[src/rtl/ram32_req_adapter.sv]
// Byte-addressed valid/ready request adapter for a RAM32x32 macro with a registered Do.
// Generates byte enables and replicated write data, and returns one in-order response per request.
module ram32_req_adapter #(
    parameter int AW = 7,
    parameter int DW = 32
) (
    input  logic          CLK,
    input  logic          RESETn,
    input  logic          req_valid,
    output logic          req_ready,
    input  logic          req_write,
    input  logic [1:0]    req_size,
    input  logic [AW-1:0] req_addr,
    input  logic [DW-1:0] req_wdata,
    output logic          rsp_valid,
    input  logic          rsp_ready,
    output logic [DW-1:0] rsp_rdata,
    output logic          rsp_err,
    output logic          rsp_write,
    output logic          ram_EN,
    output logic [3:0]    ram_WE,
    output logic [DW-1:0] ram_Di,
    output logic [AW-3:0] ram_A,
    input  logic [DW-1:0] ram_Do
);

    // state | meaning
    // IDLE  | no response outstanding; ready once alive
    // RESP  | response for the last accepted request is on the rsp port
    typedef enum logic {
        IDLE = 1'b0,
        RESP = 1'b1
    } state_t;

    if (DW != 32) begin : g_bad_dw
        $error("ram32_req_adapter: DW must be 32");
    end

    state_t     state_q, state_d;
    logic       alive_q;
    logic       write_q, write_d;
    logic [1:0] size_q, size_d;
    logic [1:0] off_q, off_d;
    logic       err_q, err_d;

    logic       accept;
    logic       req_err;
    logic [3:0] we_mask;

    always_ff @(posedge CLK or negedge RESETn) begin
        if (!RESETn) begin
            state_q <= IDLE;
            alive_q <= 1'b0;
            write_q <= 1'b0;
            size_q  <= 2'd0;
            off_q   <= 2'd0;
            err_q   <= 1'b0;
        end else begin
            state_q <= state_d;
            alive_q <= 1'b1;
            write_q <= write_d;
            size_q  <= size_d;
            off_q   <= off_d;
            err_q   <= err_d;
        end
    end

    always_comb begin
        req_err = 1'b0;
        case (req_size)
            2'd0:    req_err = 1'b0;
            2'd1:    req_err = req_addr[0];
            2'd2:    req_err = (req_addr[1:0] != 2'b00);
            default: req_err = 1'b1;
        endcase
    end

    always_comb begin
        state_d   = state_q;
        req_ready = 1'b0;
        rsp_valid = 1'b0;
        case (state_q)
            IDLE: req_ready = alive_q;
            RESP: begin
                rsp_valid = 1'b1;
                req_ready = rsp_ready;
            end
            default: req_ready = 1'b0;
        endcase

        accept = req_valid & req_ready;

        if (state_q == IDLE) begin
            if (accept) state_d = RESP;
        end else if (rsp_ready) begin
            // a completing response with a new request keeps us in RESP
            state_d = accept ? RESP : IDLE;
        end
    end

    always_comb begin
        write_d = write_q;
        size_d  = size_q;
        off_d   = off_q;
        err_d   = err_q;
        if (accept) begin
            write_d = req_write;
            size_d  = req_size;
            off_d   = req_addr[1:0];
            err_d   = req_err;
        end
    end

    always_comb begin
        we_mask = 4'b0000;
        case (req_size)
            2'd0:    we_mask = 4'b0001 << req_addr[1:0];
            2'd1:    we_mask = req_addr[1] ? 4'b1100 : 4'b0011;
            default: we_mask = 4'b1111;
        endcase

        ram_Di = req_wdata;
        case (req_size)
            2'd0:    ram_Di = {4{req_wdata[7:0]}};
            2'd1:    ram_Di = {2{req_wdata[15:0]}};
            default: ram_Di = req_wdata;
        endcase

        ram_EN = accept & ~req_err;
        ram_WE = (ram_EN & req_write) ? we_mask : 4'b0000;
        ram_A  = req_addr[AW-1:2];
    end

    // Do is only reloaded on EN, so it stays valid for a stalled response
    always_comb begin
        rsp_rdata = '0;
        if (!write_q && !err_q) begin
            case (size_q)
                2'd0: begin
                    case (off_q)
                        2'd0:    rsp_rdata = {24'd0, ram_Do[7:0]};
                        2'd1:    rsp_rdata = {24'd0, ram_Do[15:8]};
                        2'd2:    rsp_rdata = {24'd0, ram_Do[23:16]};
                        default: rsp_rdata = {24'd0, ram_Do[31:24]};
                    endcase
                end
                2'd1:    rsp_rdata = off_q[1] ? {16'd0, ram_Do[31:16]} : {16'd0, ram_Do[15:0]};
                default: rsp_rdata = ram_Do;
            endcase
        end
    end

    assign rsp_err   = err_q;
    assign rsp_write = write_q;

endmodule

[config.mk]
export PLATFORM = sky130hd
export DESIGN_NAME = ram32_req_adapter
export DESIGN_NICKNAME = d
export VERILOG_FILES = /design/src/rtl/ram32_req_adapter.sv
export SDC_FILE = /design/constraint.sdc
export NUM_CORES = 1
export LEC_CHECK = 0
export ABC_AREA = 1
export CAP_MARGIN = 5
export CORE_MARGIN = 8
export CORE_UTILIZATION = 27
export CTS_CLUSTER_DIAMETER = 150
export DETAILED_ROUTE_END_ITERATION = 8
export PLACE_DENSITY_LB_ADDON = 0.12
export SETUP_SLACK_MARGIN = 0.15
export SYNTH_ARGS = -nofsm -noshare
export SYNTH_HDL_FRONTEND = slang
export SYNTH_SLANG_ARGS = --single-unit
[constraint.sdc]
create_clock -name CLK -period 1 [get_ports CLK]
set_input_delay 0.1 -clock CLK [delete_from_list [all_inputs] [get_ports CLK]]
set_output_delay 0.1 -clock CLK [all_outputs]
set_load 0.02 [all_outputs]
==> impl_metrics.toml <==
[outcome]
status = "complete, but fails checks"
violations = "negative setup slack"

[worst_setup_path]
worstPathCellList = "nor2_4, clkinv_4, buf_12, buf_12, a21oi_4, buf_6"
path_buf_inv = 4
critPathTopFamily = "buffers and inverters"
cp-start-kind = "register"
required_ns = 0.90
end_kind = "output port"
cp_max_fo = 7
crit_top_cell = "buf_12"
slowest_delay_ns = 0.42
critical_path_class = "register to output port"
cp.arrival_ns = 1.45
slowest_stage = "dfrtp_2"

[clocking]
cts_made_buffers = 3
ctsLongestPathBuffers = 2
cts_num_sinks = 8
cts_root_buffer = "clkbuf_8"
insertion_delay_ns = 0.23
htreeDepth = 1
cts.clk_slew.worst_paths_ns = 0.04
cts_tree = "yes"
hold_buffers = 0

[synthesis]
ys_types = 21
syn_area_um2 = 1510
ys_warn_count = 0
syn_inst = 299
syn_nets = 377
avgSynthCellArea_um2 = 5.04
yosysSeqAreaShare_pct = 13.3
synth_seq_cells = 8

[cells_and_area]
layoutNonFillerInstCount = 579
nets = 585
fin_util_pct = 83.5
final_layout_size_suffix_gt1_share_pct = 59.3
area_delta_synth_final_pct = 201

[die]
coreArea_um2 = 5440
die_h_um = 90.7
die_area_um2 = 8230
fp.dieW_um = 90.7
num_rows = 27
io_pins = 156
initial_core_util_pct = 27.7

[detailed_routing]
drc = 0
firstDrtPassIters = 6
wl_per_cell_um = 17.1
routed_wirelength_um = 9900
ant_nets = 0
vias = 2799
drt-vias-per-instance = 4.83
drtIter0Drc = 53

[timing]
finalCritPeriodShare_pct = 155
rsz0062_at_grt = "yes"
setup_ws_ns = -0.552
period_minus_slack_ns = 1.55
setup_viol = 63
final_hold_viol_count = 0
hold_slack_ns = 0.173
clock_skew_ns = 0.00638
slew_viol_final = 0
fmax_mhz = 645

[run]
drv_cap = 0

[place]
port_buffers = 145
routabilityCongestion = 0.840
pre_cts_slack_ns = -0.954
place_inst = 526
hpwlAfterDp_um = 6300

[grt]
grt_max_degree = 16
grt_pass1_wl_um = 14300
grt_usage_pct = 20.6
grt_overflow = 0
grt_pass1_vias = 2980
antenna_found_initial = 0

[power]
power_density_nw_per_um2 = 1250
p_leak_uw = 0.00217
ir_drop_mv = 1.28
power.total_uw = 5670

[hold_path]
hp-class = "primary input to async pin"
cell usage in the layout, fill, tap and decap left out, drive strengths merged:
master / Yosys / layout
o21ai: 15 / 15
clkinv: 0 / 2
a21oi: 18 / 18
nand4: 1 / 1
clkbuf: 3 / 6
clkinvlp: 0 / 1
inv: 26 / 24
nand3: 18 / 18
nor2: 39 / 40
conb: 1 / 1
dlygate4sd2: 0 / 36
diode: 0 / 1
buf: 25 / 152
dfrtp: 8 / 8
o211ai: 8 / 8
dlymetal6s2s: 0 / 1
clkdlybuf4s50: 0 / 38
nand2: 137 / 137
cells in the mapped netlist:
cell	count	area share (%)
inv_1	21	5.2
nand4_1	1	0.42
dfrtp_1	8	13
buf_6	4	3.0
o21ai_0	11	3.7
nand3_1	17	5.6
buf_2	4	1.3
inv_4	1	0.42
nand2_1	136	34
nor2_1	37	9.2
clkbuf_1	3	0.75
a21oi_1	18	6.0
o21ai_1	4	1.3
inv_2	4	1.0
buf_4	17	8.5
nand2_2	1	0.42
nor2_2	1	0.42
o211ai_1	8	4.0
nand3_2	1	0.66
conb_1	1	0.25
nor2_4	1	0.75
where the power goes:
group	switching (uW)	internal, uW	total, uW
Sequential	114	393	507
Clock	126	276	402
Combinational	2380	2380	4760
path summary, 6_finish.rpt:
check / start / endpoint / slack, ns / cells past startpoint
min in group CLK: req_addr[2] / ram_A[0] / 0.20 / 0
min: RESETn / alive_q$_DFF_PN0_ / 0.17 / 1
min reg2reg: rsp_write$_DFFE_PN0P_ / rsp_write$_DFFE_PN0P_ / 0.63 / 3
max reg2reg: off_q[1]$_DFFE_PN0P_ / off_q[1]$_DFFE_PN0P_ / -0.42 / 6
max: rsp_err$_DFFE_PN0P_ / rsp_rdata[0] / -0.55 / 6
max in group asynchronous: RESETn / size_q[1]$_DFFE_PN0P_ / 0.51 / 1
sequential cells by signal (all words and copies together), names as in the netlist:
register / count
off_q: 2
size_q: 2
alive_q: 1
rsp_err: 1
rsp_write: 1
state_q: 1
kinds of logic after synthesis:
| family | Yosys count | share of synthesized area, % |
|---|---|---|
| and+or+nand+nor | 195 | 51.4 |
| buffers and inverters | 54 | 20.2 |
| AOI/OAI and AO/OA | 41 | 14.9 |
| DFF | 8 | 13.3 |
| other | 1 | 0.249 |
metrics by stage:
stage                     TNS (ns)  cell area [um^2]
after floorplan              -6.74              1900
after global placement      -51.78              3510
after detailed placement    -52.67              3510
after CTS                   -18.32              4160
after global routing        -24.58              4540
final                       -21.60              4540
final cells by class:
cell class                 instances  area (um^2)
timing repair buffer             229         2380
multi-input combinational        238         1690
fill                             332          898
sequential                         8          206
inverter                          26          125
tap                               72         90.1
clock buffer                       4         45.0
timing repair inverter             1         7.51
antenna                            1         2.50
layer usage:
| metal | share of wire (%) | GRT usage, % | up-vias |
|---|---|---|---|
| met5 | 0 | 0 | - |
| met4 | 3.4 | 6.66 | 0 |
| met3 | 6.0 | 5.49 | 32 |
| met2 | 55 | 39.2 | 104 |
| met1 | 35 | 21.1 | 1321 |
| li1 | - | - | 1342 |
repair_timing:
action	CTS	global route
pin swaps	47	40
setup endpoints to repair	80	72
gates resized for setup	536	77
hold endpoints to repair	0	0
cloned	5	0
setup buffers	28	15
Note: power is estimated with default switching activity, not from simulation.
